### config.mk
export PLATFORM = sky130hd
export DESIGN_NAME = sprite_line_renderer_flat
export DESIGN_NICKNAME = d
export VERILOG_FILES = /design/src/rtl/sprite_line_renderer_if.sv /design/src/rtl/sprite_line_renderer.sv /design/src/flat_wrapper.sv
export SDC_FILE = /design/constraint.sdc
export NUM_CORES = 1
export LEC_CHECK = 0
export CAP_MARGIN = 5
export CORE_MARGIN = 2
export CORE_UTILIZATION = 54
export DETAILED_ROUTE_END_ITERATION = 6
export PLACE_DENSITY = 0.85
export SYNTH_ARGS = -nofsm -noshare
export SYNTH_HDL_FRONTEND = slang
export SYNTH_SLANG_ARGS = --single-unit
### constraint.sdc
create_clock -name clk -period 7.29 [get_ports clk]
set_input_delay 0.729 -clock clk [delete_from_list [all_inputs] [get_ports clk]]
set_output_delay 0.729 -clock clk [all_outputs]
set_load 0.005 [all_outputs]
### src/rtl/sprite_line_renderer_if.sv
// Memory-side bus of the sprite line renderer: sprite attribute RAM,
// VRAM fetch handshake and the line buffer render port.
interface sprite_line_renderer_if;
    logic [5:0]  spr_sel;
    logic [8:0]  spr_x;
    logic [7:0]  spr_y;
    logic [8:0]  spr_tile;
    logic [1:0]  spr_pal;
    logic        spr_hflip;
    logic        spr_vflip;
    logic        spr_prio;
    logic        spr_enable;
    logic        spr_h16;

    logic        vram_req;
    logic [12:0] vram_addr;
    logic        vram_ack;
    logic [15:0] vram_rddata;

    logic [8:0]  lb_idx;
    logic [7:0]  lb_wrdata;
    logic        lb_wren;
    logic [7:0]  lb_rddata;

    modport master (
        output spr_sel,
        input  spr_x, spr_y, spr_tile, spr_pal,
        input  spr_hflip, spr_vflip, spr_prio, spr_enable, spr_h16,
        output vram_req, vram_addr,
        input  vram_ack, vram_rddata,
        output lb_idx, lb_wrdata, lb_wren,
        input  lb_rddata
    );

    modport slave (
        input  spr_sel,
        output spr_x, spr_y, spr_tile, spr_pal,
        output spr_hflip, spr_vflip, spr_prio, spr_enable, spr_h16,
        input  vram_req, vram_addr,
        output vram_ack, vram_rddata,
        input  lb_idx, lb_wrdata, lb_wren,
        output lb_rddata
    );
endinterface

### src/rtl/sprite_line_renderer.sv
// Scans the sprite table for one scanline, fetches one 4bpp pattern row per
// hit sprite and read-modify-writes its pixels into the back line buffer.
module sprite_line_renderer #(
    parameter int NUM_SPRITES = 64
) (
    input  logic                          clk,
    input  logic                          reset,
    input  logic                          start,
    input  logic [7:0]                    line,
    output logic                          busy,
    output logic                          done,
    sprite_line_renderer_if.master        bus
);

    typedef enum logic [2:0] {
        S_IDLE,
        S_ATTR,
        S_EVAL,
        S_FETCH0,
        S_FETCH1,
        S_PIX_RD,
        S_PIX_WR,
        S_DONE
    } state_t;

    state_t      state_reg;
    logic [7:0]  line_reg;
    logic [5:0]  idx_reg;
    logic [2:0]  pix_reg;
    logic [8:0]  x_reg;
    logic [1:0]  pal_reg;
    logic        hflip_reg;
    logic        prio_reg;
    logic [15:0] word0_reg;
    logic [15:0] word1_reg;
    logic        busy_reg;
    logic        done_reg;
    logic        vram_req_reg;
    logic [12:0] vram_addr_reg;
    logic [8:0]  lb_idx_reg;

    // Sprite evaluation against the target line (valid in EVAL)
    logic [7:0]  dy;
    logic        hit;
    logic [3:0]  row_sel;
    logic [12:0] fetch_base;
    logic        last_sprite;

    always_comb begin
        dy         = line_reg - bus.spr_y;
        hit        = bus.spr_enable && (dy < (bus.spr_h16 ? 8'd16 : 8'd8));
        row_sel    = bus.spr_vflip ? ((bus.spr_h16 ? 4'd15 : 4'd7) - dy[3:0]) : dy[3:0];
        if (!bus.spr_h16) begin
            row_sel[3] = 1'b0;
        end
        fetch_base = ((13'(bus.spr_tile) + 13'(row_sel[3])) << 4)
                   | {9'd0, row_sel[2:0], 1'b0};
        last_sprite = (idx_reg == 6'(NUM_SPRITES - 1));
    end

    // Pattern row split into its eight 4-bit pixels, pixel 0 in the top nibble
    logic [31:0] pattern_row;
    logic [3:0]  pattern_nib [8];
    assign pattern_row = {word0_reg, word1_reg};

    generate
        for (genvar gi = 0; gi < 8; gi++) begin : g_nib
            assign pattern_nib[gi] = pattern_row[31 - 4*gi -: 4];
        end
    endgenerate

    logic [2:0] pat_sel;
    logic [3:0] colour;
    logic       wr_ok;

    always_comb begin
        pat_sel = hflip_reg ? (3'd7 - pix_reg) : pix_reg;
        colour  = pattern_nib[pat_sel];
        wr_ok   = (state_reg == S_PIX_WR) && (colour != 4'd0) && !bus.lb_rddata[6]
                && (prio_reg || !bus.lb_rddata[7]);
    end

    // The write decision needs the line buffer byte read back in this very
    // cycle, so the write strobe and data are decoded rather than registered.
    assign bus.lb_wren   = wr_ok;
    assign bus.lb_wrdata = wr_ok ? {bus.lb_rddata[7], 1'b1, pal_reg, colour} : 8'd0;

    logic unused_lb_bits;
    assign unused_lb_bits = ^bus.lb_rddata[5:0];

    assign busy          = busy_reg;
    assign done          = done_reg;
    assign bus.spr_sel   = idx_reg;
    assign bus.vram_req  = vram_req_reg;
    assign bus.vram_addr = vram_addr_reg;
    assign bus.lb_idx    = lb_idx_reg;

    always_ff @(posedge clk) begin
        if (reset) begin
            state_reg     <= S_IDLE;
            line_reg      <= 8'd0;
            idx_reg       <= 6'd0;
            pix_reg       <= 3'd0;
            x_reg         <= 9'd0;
            pal_reg       <= 2'd0;
            hflip_reg     <= 1'b0;
            prio_reg      <= 1'b0;
            word0_reg     <= 16'd0;
            word1_reg     <= 16'd0;
            busy_reg      <= 1'b0;
            done_reg      <= 1'b0;
            vram_req_reg  <= 1'b0;
            vram_addr_reg <= 13'd0;
            lb_idx_reg    <= 9'd0;
        end else begin
            done_reg <= 1'b0;
            case (state_reg)
                S_IDLE: begin
                    if (start) begin
                        line_reg  <= line;
                        idx_reg   <= 6'd0;
                        busy_reg  <= 1'b1;
                        state_reg <= S_ATTR;
                    end
                end
                S_ATTR: begin
                    state_reg <= S_EVAL;
                end
                S_EVAL: begin
                    if (hit) begin
                        x_reg         <= bus.spr_x;
                        pal_reg       <= bus.spr_pal;
                        hflip_reg     <= bus.spr_hflip;
                        prio_reg      <= bus.spr_prio;
                        vram_req_reg  <= 1'b1;
                        vram_addr_reg <= fetch_base;
                        state_reg     <= S_FETCH0;
                    end else if (last_sprite) begin
                        done_reg  <= 1'b1;
                        state_reg <= S_DONE;
                    end else begin
                        idx_reg   <= idx_reg + 6'd1;
                        state_reg <= S_ATTR;
                    end
                end
                S_FETCH0: begin
                    if (bus.vram_ack) begin
                        word0_reg     <= bus.vram_rddata;
                        vram_addr_reg <= vram_addr_reg | 13'd1;
                        state_reg     <= S_FETCH1;
                    end
                end
                S_FETCH1: begin
                    if (bus.vram_ack) begin
                        word1_reg    <= bus.vram_rddata;
                        vram_req_reg <= 1'b0;
                        pix_reg      <= 3'd0;
                        lb_idx_reg   <= x_reg;
                        state_reg    <= S_PIX_RD;
                    end
                end
                S_PIX_RD: begin
                    state_reg <= S_PIX_WR;
                end
                S_PIX_WR: begin
                    if (pix_reg == 3'd7) begin
                        if (last_sprite) begin
                            done_reg  <= 1'b1;
                            state_reg <= S_DONE;
                        end else begin
                            idx_reg   <= idx_reg + 6'd1;
                            state_reg <= S_ATTR;
                        end
                    end else begin
                        // 9-bit sum wraps past the right edge back to pixel 0
                        pix_reg    <= pix_reg + 3'd1;
                        lb_idx_reg <= x_reg + {6'd0, pix_reg} + 9'd1;
                        state_reg  <= S_PIX_RD;
                    end
                end
                S_DONE: begin
                    busy_reg  <= 1'b0;
                    state_reg <= S_IDLE;
                end
                default: begin
                    state_reg <= S_IDLE;
                end
            endcase
        end
    end

endmodule

### src/flat_wrapper.sv
// flat-port wrapper written by rule: the top's interface ports become plain ports
module sprite_line_renderer_flat 
#(
    parameter int NUM_SPRITES = 64
)
  (clk, reset, start, line, busy, done, bus_spr_sel, bus_spr_x, bus_spr_y, bus_spr_tile, bus_spr_pal, bus_spr_hflip, bus_spr_vflip, bus_spr_prio, bus_spr_enable, bus_spr_h16, bus_vram_req, bus_vram_addr, bus_vram_ack, bus_vram_rddata, bus_lb_idx, bus_lb_wrdata, bus_lb_wren, bus_lb_rddata);
  sprite_line_renderer_if bus_i ();
  input  logic clk;
  input  logic reset;
  input  logic start;
  input  logic [7:0] line;
  output logic busy;
  output logic done;
  output wire logic [$bits(bus_i.spr_sel)-1:0] bus_spr_sel;
  input wire logic [$bits(bus_i.spr_x)-1:0] bus_spr_x;
  input wire logic [$bits(bus_i.spr_y)-1:0] bus_spr_y;
  input wire logic [$bits(bus_i.spr_tile)-1:0] bus_spr_tile;
  input wire logic [$bits(bus_i.spr_pal)-1:0] bus_spr_pal;
  input wire logic [$bits(bus_i.spr_hflip)-1:0] bus_spr_hflip;
  input wire logic [$bits(bus_i.spr_vflip)-1:0] bus_spr_vflip;
  input wire logic [$bits(bus_i.spr_prio)-1:0] bus_spr_prio;
  input wire logic [$bits(bus_i.spr_enable)-1:0] bus_spr_enable;
  input wire logic [$bits(bus_i.spr_h16)-1:0] bus_spr_h16;
  output wire logic [$bits(bus_i.vram_req)-1:0] bus_vram_req;
  output wire logic [$bits(bus_i.vram_addr)-1:0] bus_vram_addr;
  input wire logic [$bits(bus_i.vram_ack)-1:0] bus_vram_ack;
  input wire logic [$bits(bus_i.vram_rddata)-1:0] bus_vram_rddata;
  output wire logic [$bits(bus_i.lb_idx)-1:0] bus_lb_idx;
  output wire logic [$bits(bus_i.lb_wrdata)-1:0] bus_lb_wrdata;
  output wire logic [$bits(bus_i.lb_wren)-1:0] bus_lb_wren;
  input wire logic [$bits(bus_i.lb_rddata)-1:0] bus_lb_rddata;
  assign bus_spr_sel = bus_i.spr_sel;
  assign bus_i.spr_x = bus_spr_x;
  assign bus_i.spr_y = bus_spr_y;
  assign bus_i.spr_tile = bus_spr_tile;
  assign bus_i.spr_pal = bus_spr_pal;
  assign bus_i.spr_hflip = bus_spr_hflip;
  assign bus_i.spr_vflip = bus_spr_vflip;
  assign bus_i.spr_prio = bus_spr_prio;
  assign bus_i.spr_enable = bus_spr_enable;
  assign bus_i.spr_h16 = bus_spr_h16;
  assign bus_vram_req = bus_i.vram_req;
  assign bus_vram_addr = bus_i.vram_addr;
  assign bus_i.vram_ack = bus_vram_ack;
  assign bus_i.vram_rddata = bus_vram_rddata;
  assign bus_lb_idx = bus_i.lb_idx;
  assign bus_lb_wrdata = bus_i.lb_wrdata;
  assign bus_lb_wren = bus_i.lb_wren;
  assign bus_i.lb_rddata = bus_lb_rddata;
  sprite_line_renderer #(.NUM_SPRITES(NUM_SPRITES)) u_core (.clk(clk), .reset(reset), .start(start), .line(line), .busy(busy), .done(done), .bus(bus_i));
endmodule
==> results by group <==
Floorplan
  – Die height: 97.2 µm
  – Num rows: 34
  – Die W: a little under 100 µm
  – Initial core utilization: 0.546
  – Core region area: 8590 µm²
  – Die ar.: 9450 µm²
  – I/O Pins: between 100 and 150

Timing
  – Setup violators final: 0
  – Max-slew headroom: 0.249
  – F_max: around 220 MHz
  – Clock Skew: 0.0101 ns
  – Final hold vios: 0
  – Final Slew Violations: 0
  – Worst-Margin Slew: between 1 and 1.5 ns
  – RSZ-0062 raised after global routing: false
  – Fin crit period: between 4 and 5 ns
  – Setup tns final: 0 ns
  – Period utilization: 0.628

Placement
  – GPL Wtd Cong: 0.940
  – Post-Place Cells: ~760
  – # port buffers: 102
  – HPWL after detailed placement: approximately 8400 µm

Global route
  – Largest net degree at the start of global routing: 90
  – Initial antenna violation count: 0
  – Gr ovfl total: 0
  – First-pass GRT wire length: between 15,000 and 20,000 µm
  – Total GRT Usage: 0.245
  – Vias in the first global route: roughly 4,300

Synth
  – Number of enable flip-flop cells after synthesis: 0
  – Sequential cell area fraction in the yosys report: 0.384
  – Syn Nets: 674
  – Synth top area cells: dfxtp_1 (38%), nand2_1 (8.0%), a21oi_1 (6.9%)
  – Share of the synthesized area in the top cell type: 0.384
  – Synth Instances: roughly 590
  – Largest area contributor in the netlist: dfxtp_1
  – Yosys warns: 0
  – Synth cell types: 51
  – Avg Cell Area, Syn: 8.02 µm²
  – FFs w/ async S/R, synth: 0
  – Mapped Area: approximately 4700 µm²
  – Synth Register Bits: 90
  – Prevailing post-synth register cell: dfxtp_1

Worst setup path
  – Critical Path AT: between 4 and 5 ns
  – Critical Path Start Type: input pin
  – Critical path type: in -> reg
  – CP Max Fanout: 27
  – WP data required: 7.50 ns
  – Type of destination of the critical path: register

Routing
  – Residual DRC: 0
  – Via count: approximately 4,400
  – WL final: approximately 12,000 µm
  – DR WL/cell: 15.0 µm
  – Final antenna-violating net count: 0
  – Vias per inst: ~5.7
  – Drt first pass iters: 5
  – Initial DRC count: about 210

Power and ir drop
  – Comb pwr share: 0.119
  – Clk pwr share: 0.376
  – Pint: around 0.75 mW
  – Net Sw Power: between 0.2 and 0.25 mW
  – Cell Pwr Density: ~170 nW/µm²
  – Sequential power share: 0.505
  – Net Sw Frac: 0.245
  – Worst VDD drop: approximately 82 µV
  – P_leak: roughly 2.1 nW

Flow run
  – Max-cap viol count: 0

Clocking
  – Longest Clk Path Bufs: 2
  – CTS Sinks: 90
  – CTS tree: built
  – CTS resizes: 0
  – Hold buffers post-CTS: 0
  – Clk Latency, worst-skew pair: 0.35 ns
  – Number of buffers created by CTS: 9
  – H-tree depth: 3
  – Root Buffer: clkbuf_8
  – Postcts setup bufs: 0
  – Clock Pin Slew Worst Setup and Hold Paths: ~0.09 ns

Finish
  – Nets: between 700 and 800
  – Area Overhead vs Synth: 25.8%
  – Filler-free cell count of the finished design: slightly below 800
  – ANT cells: 0
  – Layout cells sized above 1: 0.0476

Min path
  – Hold Crit Class: reg -> reg

Run status
  – Status: complete, no violations
-- worst paths after layout --
check | startpoint | to | slack [ns] | cells past startpoint
worst max-delay path | bus_spr_y[0] | u_core.x_reg[3] | 2.71 | 15
worst min-delay path | u_core.bus.lb_idx[0] | u_core.bus.lb_idx[0] | 0.46 | 2
worst max register to register | u_core.line_reg[0] | u_core.x_reg[3] | 3.22 | 15
worst min register to register | u_core.bus.lb_idx[0] | u_core.bus.lb_idx[0] | 0.46 | 2
-- stage by stage --
stage / setup WS, ns / area, µm² / hold slack, ns / util / power, mW
after floorplan: 3.74 / 4690 / 0.433 / - / 0.578
after global placement: 2.48 / 5690 / 0.444 / 0.662 / 0.627
after detailed placement: 2.37 / 5690 / 0.448 / 0.662 / 0.631
after CTS: 2.73 / 5900 / 0.461 / 0.687 / 1.00
after global routing: 2.46 / 5900 / 0.480 / 0.687 / 1.03
final: 2.71 / 5900 / 0.461 / 0.687 / 0.995
-- layout by cell type, fill, tap and decap left out, drive strengths merged, types with 10 or more instances in the layout --
master	instances
o21ai	37
nand2	100
a21oi	67
clkdlybuf4s50	101
inv	21
nand3	10
nor2	58
dfxtp	90
nand2b	10
ha	18
xnor2	14
mux2i	28
-- area by class of cell --
class                      count  area (µm²)
multi-input combinational    440        2630
clock buffer                   9         124
inverter                      21        78.8
clock inverter                 7        93.8
sequential                    90        1800
tap                          108         135
timing repair buffer         105        1040
fill                         736        2690
-- worst max-delay path, cell delays in order --
cell and delay [ns]:
clkdlybuf4s50_1 0.50, ha_1 0.15, inv_1 0.05, fa_1 0.41
a21o_1 0.21, a21oi_1 0.19, xnor2_1 0.14, ha_1 0.25
nand2b_1 0.07, o2111ai_1 0.12, a2111o_1 0.45, nor4_4 0.66
buf_4 0.50, mux2i_1 0.27, nor2_1 0.07
-- kinds of logic (layout without fill, tap and decap cells) --
kind of cell    after synthesis  in the layout  synth area share
fa+ha+maj                    20             20            0.0565
mux                          29             29            0.0629
simple gates                231            231             0.227
flops                        90             90             0.384
buf+inv                      55            142            0.0571
compound gates              137            137             0.170
xor+xnor                     23             23            0.0429
-- power by group through the flow --
stage	clock [mW]	sequential [mW]	combinational, mW
detailed placement	0	0.513	0.118
floorplan	0	0.511	0.0667
finish	0.374	0.502	0.119
global route	0.400	0.503	0.131
CTS	0.379	0.502	0.119
global placement	0	0.513	0.114
-- per-layer routing --
metal,global-route usage,vias up,part of all wire
li1,-,2171,-
met1,0.314,2096,0.44
met2,0.411,142,0.49
met3,0.0540,17,0.062
met4,0.0844,0,0.015
met5,0,-,0
-- synthesized netlist by cell type, types with 5 or more instances --
master / instances
nand4_1: 7
inv_1: 21
ha_1: 18
and3_1: 6
mux2i_1: 28
or3_1: 6
o21ai_0: 34
clkbuf_1: 26
nand3_1: 10
xnor2_1: 14
nor2_1: 58
xor2_1: 9
nand2b_1: 10
a211oi_1: 9
nor3_1: 9
o2111ai_1: 5
dfxtp_1: 90
a21oi_1: 65
nor3b_1: 5
nand2_1: 100
(Power assumes the default switching activity.)
